$ cat config.mk
export PLATFORM = sky130hd
export DESIGN_NAME = video_slot_scheduler
export DESIGN_NICKNAME = d
export VERILOG_FILES = /design/src/rtl/video_sched_pkg.sv /design/src/rtl/slot_wr_fifo.sv /design/src/rtl/video_slot_scheduler.sv
export SDC_FILE = /design/constraint.sdc
export NUM_CORES = 1
export LEC_CHECK = 0
export ABC_CLOCK_PERIOD_IN_PS = 9800
export CAP_MARGIN = 20
export CORE_ASPECT_RATIO = 1.1
export CORE_MARGIN = 2
export CORE_UTILIZATION = 45
export DETAILED_ROUTE_END_ITERATION = 8
export GPL_ROUTABILITY_DRIVEN = 0
export PLACE_DENSITY = 0.67
export SLEW_MARGIN = 10
export SYNTH_ARGS = -nofsm -noshare
export SYNTH_HDL_FRONTEND = slang
export SYNTH_HIERARCHICAL = 1
export SYNTH_SLANG_ARGS = --single-unit
$ cat constraint.sdc
create_clock -name clk -period 9.8 [get_ports clk]
set_input_delay 1.47 -clock clk [delete_from_list [all_inputs] [get_ports clk]]
set_output_delay 1.47 -clock clk [all_outputs]
set_load 0.01 [all_outputs]
$ cat src/rtl/video_sched_pkg.sv
// video_sched_pkg: shared types and constants for the video-slot write scheduler.
package video_sched_pkg;
    localparam int MAX_SW = 8;
    localparam logic [13:0] BYPASS_REG_ADDR = 14'd0;
    localparam logic [31:0] BYPASS_ON = 32'h1;
    localparam logic [31:0] BYPASS_OFF = 32'h0;
    typedef struct packed {
        logic [MAX_SW-1:0] slot;
        logic [13:0]       addr;
        logic [31:0]       data;
    } slot_wr_t;
    typedef enum logic [1:0] {IDLE, DRAIN, AUTO_OFF, AUTO_ON} state_t;
endpackage

$ cat src/rtl/slot_wr_fifo.sv
// slot_wr_fifo: synchronous FIFO of pending slot writes with full/empty flags.
module slot_wr_fifo
    import video_sched_pkg::*;
#(
    parameter int DEPTH = 4
) (
    input  logic     clk,
    input  logic     reset,
    input  logic     push,
    input  logic     pop,
    input  slot_wr_t din,
    output slot_wr_t dout,
    output logic     full,
    output logic     empty
);
    localparam int AW = $clog2(DEPTH);
    slot_wr_t mem [DEPTH];
    logic [AW-1:0] wp, rp;
    logic [AW:0] cnt;
    logic do_push, do_pop;
    assign do_push = push && !full;
    assign do_pop = pop && !empty;
    assign full = cnt == (AW+1)'(DEPTH);
    assign empty = cnt == '0;
    assign dout = mem[rp];
    always_ff @(posedge clk or posedge reset) begin
        if (reset) begin
            wp <= '0;
            rp <= '0;
            cnt <= '0;
        end else begin
            wp <= wp + AW'(do_push);
            rp <= rp + AW'(do_pop);
            cnt <= cnt + (AW+1)'(do_push) - (AW+1)'(do_pop);
        end
    end
    always_ff @(posedge clk) begin
        if (do_push) mem[wp] <= din;
    end
endmodule

$ cat src/rtl/video_slot_scheduler.sv
// video_slot_scheduler: queues host video-slot writes and releases them only during vertical blanking.
// Autonomous bypass cycling across slots is built only when VIDEO_SCHED_AUTO_EN is defined.
module video_slot_scheduler
    import video_sched_pkg::*;
#(
    parameter int NUM_SLOTS    = 8,
    parameter int FIFO_DEPTH   = 4,
    parameter int V_ACTIVE     = 480,
    parameter int DWELL_FRAMES = 60,
    localparam int SW          = $clog2(NUM_SLOTS)
) (
    input  logic                 clk,
    input  logic                 reset,
    input  logic [10:0]          x,
    input  logic [10:0]          y,
    input  logic                 host_write,
    input  logic [SW-1:0]        host_slot,
    input  logic [13:0]          host_addr,
    input  logic [31:0]          host_wr_data,
    output logic                 host_ready,
    output logic                 ovf,
    input  logic                 auto_en,
    input  logic [NUM_SLOTS-1:0] auto_mask,
    output logic [NUM_SLOTS-1:0] slot_cs,
    output logic                 slot_write,
    output logic [13:0]          slot_addr,
    output logic [31:0]          slot_wr_data
);
    slot_wr_t req, head, ent;
    state_t state, state_n;
    logic full, empty, pop, issue, vblank, auto_pend;
    logic [SW-1:0] cur_slot, nxt_slot;
    assign vblank = y >= 11'(V_ACTIVE);
    assign host_ready = !full;
    assign req = '{slot: MAX_SW'(host_slot), addr: host_addr, data: host_wr_data};
    slot_wr_fifo #(.DEPTH(FIFO_DEPTH)) u_fifo (
        .clk(clk), .reset(reset), .push(host_write), .pop(pop),
        .din(req), .dout(head), .full(full), .empty(empty)
    );
`ifdef VIDEO_SCHED_AUTO_EN
    localparam int FW = $clog2(DWELL_FRAMES + 1);
    logic [FW-1:0] frame_cnt;
    logic vbs, nxt_ok, wrap;
    logic [SW-1:0] k;
    assign wrap = vbs && frame_cnt == FW'(DWELL_FRAMES - 1);
    // Smallest offset wins: scanning downward leaves the nearest set bit above cur_slot.
    always_comb begin
        nxt_slot = cur_slot;
        nxt_ok = 1'b0;
        k = '0;
        for (int i = NUM_SLOTS - 1; i >= 1; i--) begin
            k = SW'((int'(cur_slot) + i) % NUM_SLOTS);
            if (auto_mask[k]) begin
                nxt_slot = k;
                nxt_ok = 1'b1;
            end
        end
    end
    always_ff @(posedge clk or posedge reset) begin
        if (reset) begin
            vbs <= 1'b0;
            frame_cnt <= '0;
            auto_pend <= 1'b0;
            cur_slot <= '0;
        end else begin
            vbs <= y == 11'(V_ACTIVE) && x == 11'd0;
            frame_cnt <= (!auto_en || wrap) ? '0 : vbs ? frame_cnt + 1'b1 : frame_cnt;
            auto_pend <= auto_en && nxt_ok && state != AUTO_ON && (auto_pend || wrap);
            if (state == AUTO_ON) cur_slot <= nxt_slot;
        end
    end
`else
    logic unused_auto;
    assign unused_auto = &{1'b0, auto_en, auto_mask};
    assign auto_pend = 1'b0;
    assign cur_slot = '0;
    assign nxt_slot = '0;
`endif
    always_comb begin
        state_n = state;
        pop = 1'b0;
        issue = 1'b0;
        ent = head;
        case (state)
            IDLE: state_n = !vblank ? IDLE : !empty ? DRAIN : auto_pend ? AUTO_OFF : IDLE;
            DRAIN: begin
                pop = vblank && !empty;
                issue = pop;
                state_n = !vblank ? IDLE : !empty ? DRAIN : auto_pend ? AUTO_OFF : IDLE;
            end
            AUTO_OFF: begin
                issue = vblank;
                ent = '{slot: MAX_SW'(cur_slot), addr: BYPASS_REG_ADDR, data: BYPASS_ON};
                state_n = vblank ? AUTO_ON : IDLE;
            end
            AUTO_ON: begin
                // Completes the pair even if blanking just ended, so a slot is never left bypassed alone.
                issue = 1'b1;
                ent = '{slot: MAX_SW'(nxt_slot), addr: BYPASS_REG_ADDR, data: BYPASS_OFF};
                state_n = IDLE;
            end
            default: state_n = IDLE;
        endcase
    end
    always_ff @(posedge clk or posedge reset) begin
        if (reset) begin
            state <= IDLE;
            ovf <= 1'b0;
            slot_cs <= '0;
            slot_write <= 1'b0;
            slot_addr <= '0;
            slot_wr_data <= '0;
        end else begin
            state <= state_n;
            ovf <= ovf || (host_write && full);
            slot_write <= issue;
            slot_cs <= issue ? NUM_SLOTS'(1) << ent.slot : '0;
            if (issue) begin
                slot_addr <= ent.addr;
                slot_wr_data <= ent.data;
            end
        end
    end
endmodule

Word level (Yosys, flattened, before mapping)
Memory sizes are Yosys's and may differ from the RTL's. Cells that the tools add are included.

Bits in registers: 65. Memory bits (writable): 196. Input bits: 83. Output and inout bits: 57. Word-level logic and storage cells: 40. Memories: 1.

Add/sub/neg operators: 4. $lt $le $gt $ge: 1. Equal/unequal tests: 4. Shifts and indexed selects: 1. Mux-type cells: 10. Reduce and logical (&&, ||, !) cells: 10.

Memory list: u_fifo.mem (words 4, bits a word 49, read ports 1, clocked after Yosys merged registers in 0, wr ports 1, line slot_wr_fifo.sv:17) `slot_wr_t mem [DEPTH];`.

Operator list (count): 54-bit case mux with 2 select lines (1); 11-bit by 9-bit greater-or-equal comparator with 1-bit output, second input constant (1); 8-bit 2-to-1 mux (1); 1-bit by 8-bit << shifter with 8-bit output, first input constant (1); 2-bit case mux with 3 select lines (1); 1-bit 2-to-1 mux (5); 2-bit by 1-bit adder with 2-bit output (2); 2-bit equality test, second input constant (2); 1-bit logical AND (4); 3-bit by 1-bit adder with 3-bit output (1); 3-bit equality test, second input constant (1); 3-bit zero test (1); 1-bit case mux with 3 select lines (1); 3-bit by 1-bit subtractor with 3-bit output (1); 2-bit by 1-bit equality test with 1-bit output, second input constant (1); 1-bit zero test (2); 2-bit zero test (1); 2-bit 2-to-1 mux (1); 2-bit OR reduction (1); 1-bit logical OR (1).

Depth between registers and ports, before layout
Gate-level depths: netlist of the first run.

Depth after elaboration: 6. Gate-level depth with buffers: 12. Gate-level depth less buffers: 9.

By module
The synthesis of the first run kept the hierarchy.

By module, submodules not included: slot_wr_fifo (instances 1, cells an instance 316, area an instance 8197.9 µm², sequential area each 6661.4 µm²); video_slot_scheduler (instances 1, cells an instance 152, area an instance 2160.8 µm², sequential area each 1451.4 µm²).

Least setup slack after synthesis of the first run
Ideal clock, no wire load.

Kind: input to register. Start: input host_write. End: memory u_fifo/mem[0][0] in the netlist's numbering (enable). Library setup time: 0.618 ns. Arrival time: 6.967 ns. Required time: 9.182 ns. Path slack: 2.215 ns. Stages: 1. Path buffers: 0. Cell sequence: nor4b_1.

Cells in the longest elaborated chain, start to end: 3.

Ends and longest elaborated chain: from (decl) (line video_slot_scheduler.sv:16) `input logic host_write,`; 1-bit logical AND (line slot_wr_fifo.sv:21) `assign do_push = push && !full;`; 1-bit 2-to-1 mux (line slot_wr_fifo.sv:38) `if (do_push) mem[wp] <= din;`; 1-bit 2-to-1 mux (implied by the code) (line slot_wr_fifo.sv:38); to (decl) (line slot_wr_fifo.sv:17).

No other way between the ends.

Worst setup path in the final report of the first run
Start: input y[8]. End: register u_fifo.cnt[2].

Cells in the longest elaborated chain, start to end: 5.

Ends and longest elaborated chain: from (decl) (line video_slot_scheduler.sv:15) `input logic [10:0] y,`; 11-bit by 9-bit greater-or-equal comparator with 1-bit output (line video_slot_scheduler.sv:33) `assign vblank = y >= 11'(V_ACTIVE);`; 1-bit logical AND (line video_slot_scheduler.sv:87) `pop = vblank && !empty;`; 1-bit 2-to-1 mux (line video_slot_scheduler.sv:84) `case (state)`; 1-bit logical AND (line slot_wr_fifo.sv:22) `assign do_pop = pop && !empty;`; 3-bit by 1-bit subtractor with 3-bit output (line slot_wr_fifo.sv:34) `cnt <= cnt + (AW+1)'(do_push) - (AW+1)'(do_pop);`; to (signal assigned) (line slot_wr_fifo.sv:34); to (decl) (line slot_wr_fifo.sv:19) `logic [AW:0] cnt;`.

No other way between the ends. A chain may end at the register's enable or synchronous reset.

==> results of run 1 <==
==> state kept, by name (all words and copies together) (netlist names) <==
signal / flops
u_fifo/rp: 2
u_fifo/wp: 2
u_fifo/cnt: 3
ovf: 1
slot_wr_data: 32
slot_write: 1
slot_cs: 8
slot_addr: 14
state: 2
u_fifo/mem: 216
==> worst max-delay path by stage <==
stage / cells past startpoint / start / endpoint / slack (ns)
3_5_place_dp: 10 / y[8] / u_fifo/cnt[2]$_DFF_PP0_ / 5.38
6_report: 10 / y[8] / u_fifo/cnt[2]$_DFF_PP0_ / 5.94
2_1_floorplan: 1 / host_write / u_fifo/mem[0][0]$_DFFE_PP_ / 2.21
5_1_grt: 10 / y[8] / u_fifo/cnt[2]$_DFF_PP0_ / 5.77
3_3_place_gp: 10 / y[8] / u_fifo/cnt[2]$_DFF_PP0_ / 5.49
4_1_cts: 10 / y[8] / u_fifo/cnt[2]$_DFF_PP0_ / 5.91
==> power by group <==
group          total [mW]  switching [mW]  internal, mW  leakage (nW)
combinational        1.12           0.530         0.590          1.26
clock                1.10           0.414         0.689         0.454
sequential           1.77           0.165          1.61          2.78
==> worst register-to-register path, cell delays in order (launching register included) <==
cell and delay [ns]:
dfrtp_1 0.50, nor3_1 0.42, nand2b_1 0.27, a211oi_4 0.06, buf_4 0.36, nor4b_1 0.40
nor4_1 0.11, ha_1 0.20, fa_1 0.38, xor2_1 0.17, xnor2_1 0.14
==> cell type report <==
cell class | count | area, um2
clock buffers | 34 | 701.9
clock inverters | 14 | 246.5
fillers | 1676 | 9833
inverters | 6 | 22.52
multi-input cells | 177 | 2193
flip-flops and latches | 281 | 8118
well taps | 300 | 375.4
repair buffers | 125 | 1224
==> kinds of logic after synthesis <==
group	count (synthesis)	share of synthesized area (%)
other cells	1	0.03620
flops	281	78.32
xor+xnor	5	0.4228
fa+ha+maj	3	0.4348
buf+inv	29	1.751
compound gates	57	4.699
mux	54	11.74
simple gates	38	2.597
==> cells in the mapped netlist (all sizes together) <==
| cell | number | area share (%) |
|---|---|---|
| a211oi | 2 | 0.14 |
| a21o | 1 | 0.072 |
| a21oi | 3 | 0.18 |
| a22o | 45 | 3.8 |
| a22oi | 1 | 0.072 |
| and2 | 2 | 0.12 |
| and3b | 1 | 0.085 |
| and4b | 1 | 0.097 |
| buf | 21 | 1.5 |
| clkbuf | 2 | 0.072 |
| conb | 1 | 0.036 |
| dfrtp | 65 | 16 |
| edfxtp | 216 | 63 |
| fa | 1 | 0.19 |
| ha | 2 | 0.24 |
| inv | 6 | 0.22 |
| mux4 | 54 | 12 |
| nand2b | 2 | 0.12 |
| nand3 | 1 | 0.048 |
| nand3b | 1 | 0.072 |
| nand4 | 2 | 0.18 |
| nor2 | 7 | 0.28 |
| nor2b | 3 | 0.18 |
| nor3 | 6 | 0.29 |
| nor3b | 1 | 0.12 |
| nor4 | 5 | 0.42 |
| nor4b | 3 | 0.31 |
| nor4bb | 2 | 0.19 |
| o211a | 1 | 0.097 |
| o21ai | 1 | 0.048 |
| o22ai | 1 | 0.12 |
| o311ai | 1 | 0.085 |
| o31ai | 1 | 0.072 |
| or4 | 1 | 0.072 |
| xnor2 | 3 | 0.25 |
| xor2 | 2 | 0.17 |
==> layer usage <==
layer | vias to the layer above | share of wire, % | wire (um) | GRT usage (%)
li1 | 2223 | - | - | -
met1 | 2683 | 41 | 8136 | 21.78
met2 | 134 | 52 | 10310 | 29.10
met3 | 21 | 5.4 | 1082 | 3.324
met4 | 0 | 1.7 | 328 | 4.286
met5 | - | 0 | 0 | 0
==> results.py, run 1 <==
metrics = {
    "clock_network": {
        "cts_root_buf": "clkbuf_16",
        "htree_levels": 1,
        "path_clk_slew_ns": 0.06,
        "clockBufferDepth": 3,
        "cts_tree": "built",
        "clk_latency_ns": 0.52,
        "cts_resized": 0,
        "numCtsBuffers": 26,
        "post_cts_buffers": 0,
        "clkSinkCount": 281,
        "hold_buffers": 0,
    },
    "setup_path": {
        "r2r_start": "u_fifo/cnt[1]$_DFF_PP0_",
        "critical_path_class": "in -> reg",
        "r2r_end": "u_fifo/cnt[2]$_DFF_PP0_",
        "slowest_delay_ns": 0.60,
        "cp.arrival_ns": 4.25,
        "crit_fanout": 51,
        "cp-end-kind": "flop",
        "crit_required_ns": 10.19,
        "critPathTopFamily": "buffers and inverters",
        "cp-start-kind": "input pin",
        "reg2reg_depth": 10,
        "critical_path_buf_inv_count": 2,
        "path_cells": "clkdlybuf4s50_1 -> nand4_2 -> a211oi_4 -> buf_4 -> o211a_1 -> nor4_1 -> ha_1 -> fa_1 -> xor2_1 -> xnor2_1",
        "rrSetupSlack_ns": 6.69,
        "crit_path_top_delay_cell": "buf_4",
    },
    "yosys": {
        "ys_seq_area_share_pct": 78.32,
        "ys_warn_count": 6,
        "netlist_area_um2": 10360,
        "synth_cell_types": 44,
        "synth_seq_cells": 281,
        "synth_cells": 468,
        "synth_area_per_cell_um2": 22.13,
    },
    "timing": {
        "setup_viol": 0,
        "maxSlewHeadroom_pct": 42.16,
        "max_freq_ghz": 0.2589,
        "setup_slack_ns": 5.937,
        "rsz0062_at_grt": "false",
        "fin_crit_sh_pct": 39.41,
        "clock_skew_ns": 0.01869,
        "worst_pin_slew_ns": 0.8677,
        "timing.final.hold_violations": 0,
        "fin_hold_ws_ns": 0.4636,
        "tns_ns": 0,
        "finalCriticalPeriod_ns": 3.863,
        "slew_violations": 0,
    },
    "cells_and_area": {
        "mostFrequentLayoutCell": "edfxtp_1",
        "area_growth_pct": 24.35,
        "n_antenna_cell": 0,
        "drive_gt1_share_pct": 18.68,
        "layout.nets": 703,
        "stdcell_count": 937,
        "fin_util_pct": 56.71,
        "mostFrequentLayoutCells": "edfxtp_1, clkdlybuf4s50_1, dfrtp_1",
        "finish.instance_area_um2": 12880,
    },
    "power_and_ir_drop": {
        "vdd_drop_max_mv": 0.1536,
        "power_density_nw_per_um2": 310.3,
        "leakagePower_nw": 4.494,
        "p_total_mw": 3.997,
    },
    "die": {
        "start_util_pct": 45.60,
        "die-area_um2": 24250,
        "io-pin-count": 140,
        "core_um2": 22710,
        "rows": 58,
        "die_h_um": 163.1,
        "die_w_um": 148.7,
    },
    "detailed_routing": {
        "firstDrtPassIters": 4,
        "viasPerCell": 5.401,
        "drtIter0Drc": 263,
        "wl_per_cell_um": 21.20,
        "antenna_left": 0,
        "drc_errors": 0,
        "vias": 5061,
        "routed_wl_mm": 19.86,
    },
    "grt": {
        "grt_max_degree": 54,
        "grtUsageTotal_pct": 16.73,
        "grt_pass1_vias": 5443,
        "antenna_found_initial": 0,
        "grt.overflow.total": 0,
        "grt_pass1_wl_mm": 30.91,
    },
    "placement": {
        "io_buffers": 114,
        "place_inst": 889,
        "preCtsSetupSlack_ns": 5.384,
        "place_hpwl_mm": 10.93,
        "place_area_um2": 11930,
    },
    "job": {
        "max_cap_viol_count": 0,
    },
    "hold_path": {
        "hold_path_end": "ovf$_DFF_PP0_",
        "hold_class": "reg -> reg",
        "hp-start": "ovf$_DFF_PP0_",
        "hold_depth": 1,
    },
    "status": {
        "outcome": "complete, no violations",
    },
}
(Power assumes the default switching activity.)
==> run 2, diff against run 1 <==
ABC_CLOCK_PERIOD_IN_PS = 3300   (was 9800)
PLACE_DENSITY = 0.7   (was 0.67)
clock period = 3.3 ns   (was 9.8 ns; I/O delays follow)
==> run 2 against run 1 <==
  * Sequential power increased to 2.9 times the previous value
  * Hold slack worse by 0.13 ns
  * Largest cell class unchanged
  * Via count increased by 0.16%
  * Utilization barely moved
  * Non-clock buffer count is 5 higher
  * Highest routed layer unchanged
  * Worst setup slack lost 5.5 ns
==> results.py, run 2 (synthesis gave the netlist of run 1 again) <==
metrics = {
    "power_and_ir_drop": {
        "p_total_mw": 11.64,
        "clkPwrFrac_pct": 25.6,
        "vdd_drop_max_mv": 0.4405,
        "leakagePower_nw": 4.499,
        "power.switching_mw": 3.314,
        "power_frac_comb_pct": 29.6,
        "pwr-share-seq_pct": 44.8,
        "power_density_nw_per_um2": 903.0,
        "switching_share_pct": 28.47,
        "p_int_mw": 8.325,
    },
    "die": {
        "core_um2": 22710,
        "start_util_pct": 45.60,
        "die-area_um2": 24250,
        "rows": 58,
        "die_h_um": 163.1,
        "die_w_um": 148.7,
        "io-pin-count": 140,
    },
    "timing": {
        "setup_viol": 0,
        "maxSlewHeadroom_pct": 43.56,
        "tns_ns": 0,
        "rsz0062_at_grt": "false",
        "max_freq_ghz": 0.3487,
        "fin_hold_ws_ns": 0.3323,
        "slew_violations": 0,
        "worst_pin_slew_ns": 0.8429,
        "timing.final.hold_violations": 0,
        "fin_crit_sh_pct": 86.91,
        "clock_skew_ns": 0.01288,
        "finalCriticalPeriod_ns": 2.868,
    },
    "setup_path": {
        "cp.arrival_ns": 2.37,
        "critPathTopFamily": "simple AND/OR/NAND/NOR gates",
        "r2r_end": "u_fifo/cnt[2]$_DFF_PP0_",
        "crit_path_top_delay_cell": "nor3b_2",
        "reg2reg_depth": 9,
        "critical_path_class": "reg -> out",
        "cp-start-kind": "flop",
        "r2r_start": "u_fifo/cnt[1]$_DFF_PP0_",
        "critical_path_buf_inv_count": 2,
        "crit_required_ns": 2.80,
        "path_cells": "nor3b_2 -> inv_1 -> clkdlybuf4s50_1",
        "crit_fanout": 10,
        "slowest_delay_ns": 0.75,
        "cp-end-kind": "primary output",
        "rrSetupSlack_ns": 0.50,
    },
    "cells_and_area": {
        "area_growth_pct": 24.44,
        "drive_gt1_share_pct": 20.06,
        "stdcell_count": 943,
        "n_antenna_cell": 0,
        "largest_reg_flops": 216,
        "layout.nets": 709,
        "regMostFlops": "u_fifo/mem",
        "mostFrequentLayoutCells": "edfxtp_1, clkdlybuf4s50_1, dfrtp_1",
        "top_regs": "u_fifo/mem (216), slot_wr_data (32), slot_addr (14)",
        "mostFrequentLayoutCell": "edfxtp_1",
    },
    "detailed_routing": {
        "firstDrtPassIters": 4,
        "vias": 5069,
        "drc_errors": 0,
        "drtIter0Drc": 341,
        "antenna_left": 0,
        "wl_per_cell_um": 21.17,
        "routed_wl_mm": 19.96,
        "viasPerCell": 5.375,
    },
    "placement": {
        "io_buffers": 114,
        "place_inst": 894,
        "place_hpwl_mm": 11.96,
    },
    "grt": {
        "grt.overflow.total": 0,
        "grtUsageTotal_pct": 16.79,
        "grt_pass1_wl_mm": 30.91,
        "antenna_found_initial": 0,
        "grt_pass1_vias": 5434,
        "grt_max_degree": 49,
    },
    "clock_network": {
        "clockBufferDepth": 3,
        "cts_root_buf": "clkbuf_16",
        "clk_latency_ns": 0.52,
        "cts_resized": 0,
        "clkSinkCount": 281,
        "hold_buffers": 0,
        "cts_tree": "built",
        "post_cts_buffers": 0,
        "path_clk_slew_ns": 0.06,
        "htree_levels": 1,
        "numCtsBuffers": 27,
    },
    "hold_path": {
        "hold_class": "in -> async",
    },
    "job": {
        "max_cap_viol_count": 0,
    },
    "status": {
        "outcome": "complete, no violations",
    },
}
==> run 2: cell type report <==
class                   count  area (um2)
fillers                  1686        9824
flip-flops and latches    281        8118
multi-input cells         177        2202
repair buffers            130        1299
clock buffers              40       794.5
well taps                 300       375.4
clock inverters             9       78.83
inverters                   6       22.52
==> run 2: worst max-delay path by stage <==
stage                            endpoint                    start  cells after the start  slack [ns]
3_5_place_dp      u_fifo/cnt[2]$_DFF_PP0_                     y[6]                      9        0.40
5_1_grt                        host_ready  u_fifo/cnt[1]$_DFF_PP0_                      3        0.30
2_1_floorplan  u_fifo/mem[1][0]$_DFFE_PP_  u_fifo/cnt[2]$_DFF_PP0_                      2       -1.04
4_1_cts                        host_ready  u_fifo/cnt[1]$_DFF_PP0_                      3        0.41
3_3_place_gp      u_fifo/cnt[2]$_DFF_PP0_                     y[8]                      9        0.50
6_report                       host_ready  u_fifo/cnt[1]$_DFF_PP0_                      3        0.43
==> run 2: routing by layer <==
metal / GRT usage [%] / wire (um) / vias up
met5: 0 / 0 / -
met4: 3.723 / 223 / 0
met3: 2.654 / 911 / 22
met2: 29.92 / 10530 / 121
met1: 21.96 / 8292 / 2699
li1: - / - / 2227
==> run 2: power groups by stage <==
stage / clock network, mW / logic, mW / registers, mW
finish: 2.98 / 3.45 / 5.22
global route: 3.17 / 3.72 / 5.30
CTS: 3.05 / 3.52 / 5.23
detailed placement: 0 / 3.51 / 5.29
global placement: 0 / 3.43 / 5.24
floorplan: 0 / 2.15 / 5.27
==> run 2: per-stage QoR <==
| stage | worst slack, ns | utilization [%] | instance area [um2] |
|---|---|---|---|
| 6_report | 0.4319 | 56.75 | 12890 |
| 5_1_grt | 0.2993 | 56.75 | 12890 |
| 4_1_cts | 0.4093 | 56.75 | 12890 |
| 3_5_place_dp | 0.3971 | 52.90 | 12020 |
| 3_3_place_gp | 0.5031 | 52.90 | 12020 |
| 2_1_floorplan | -1.043 | - | 10450 |
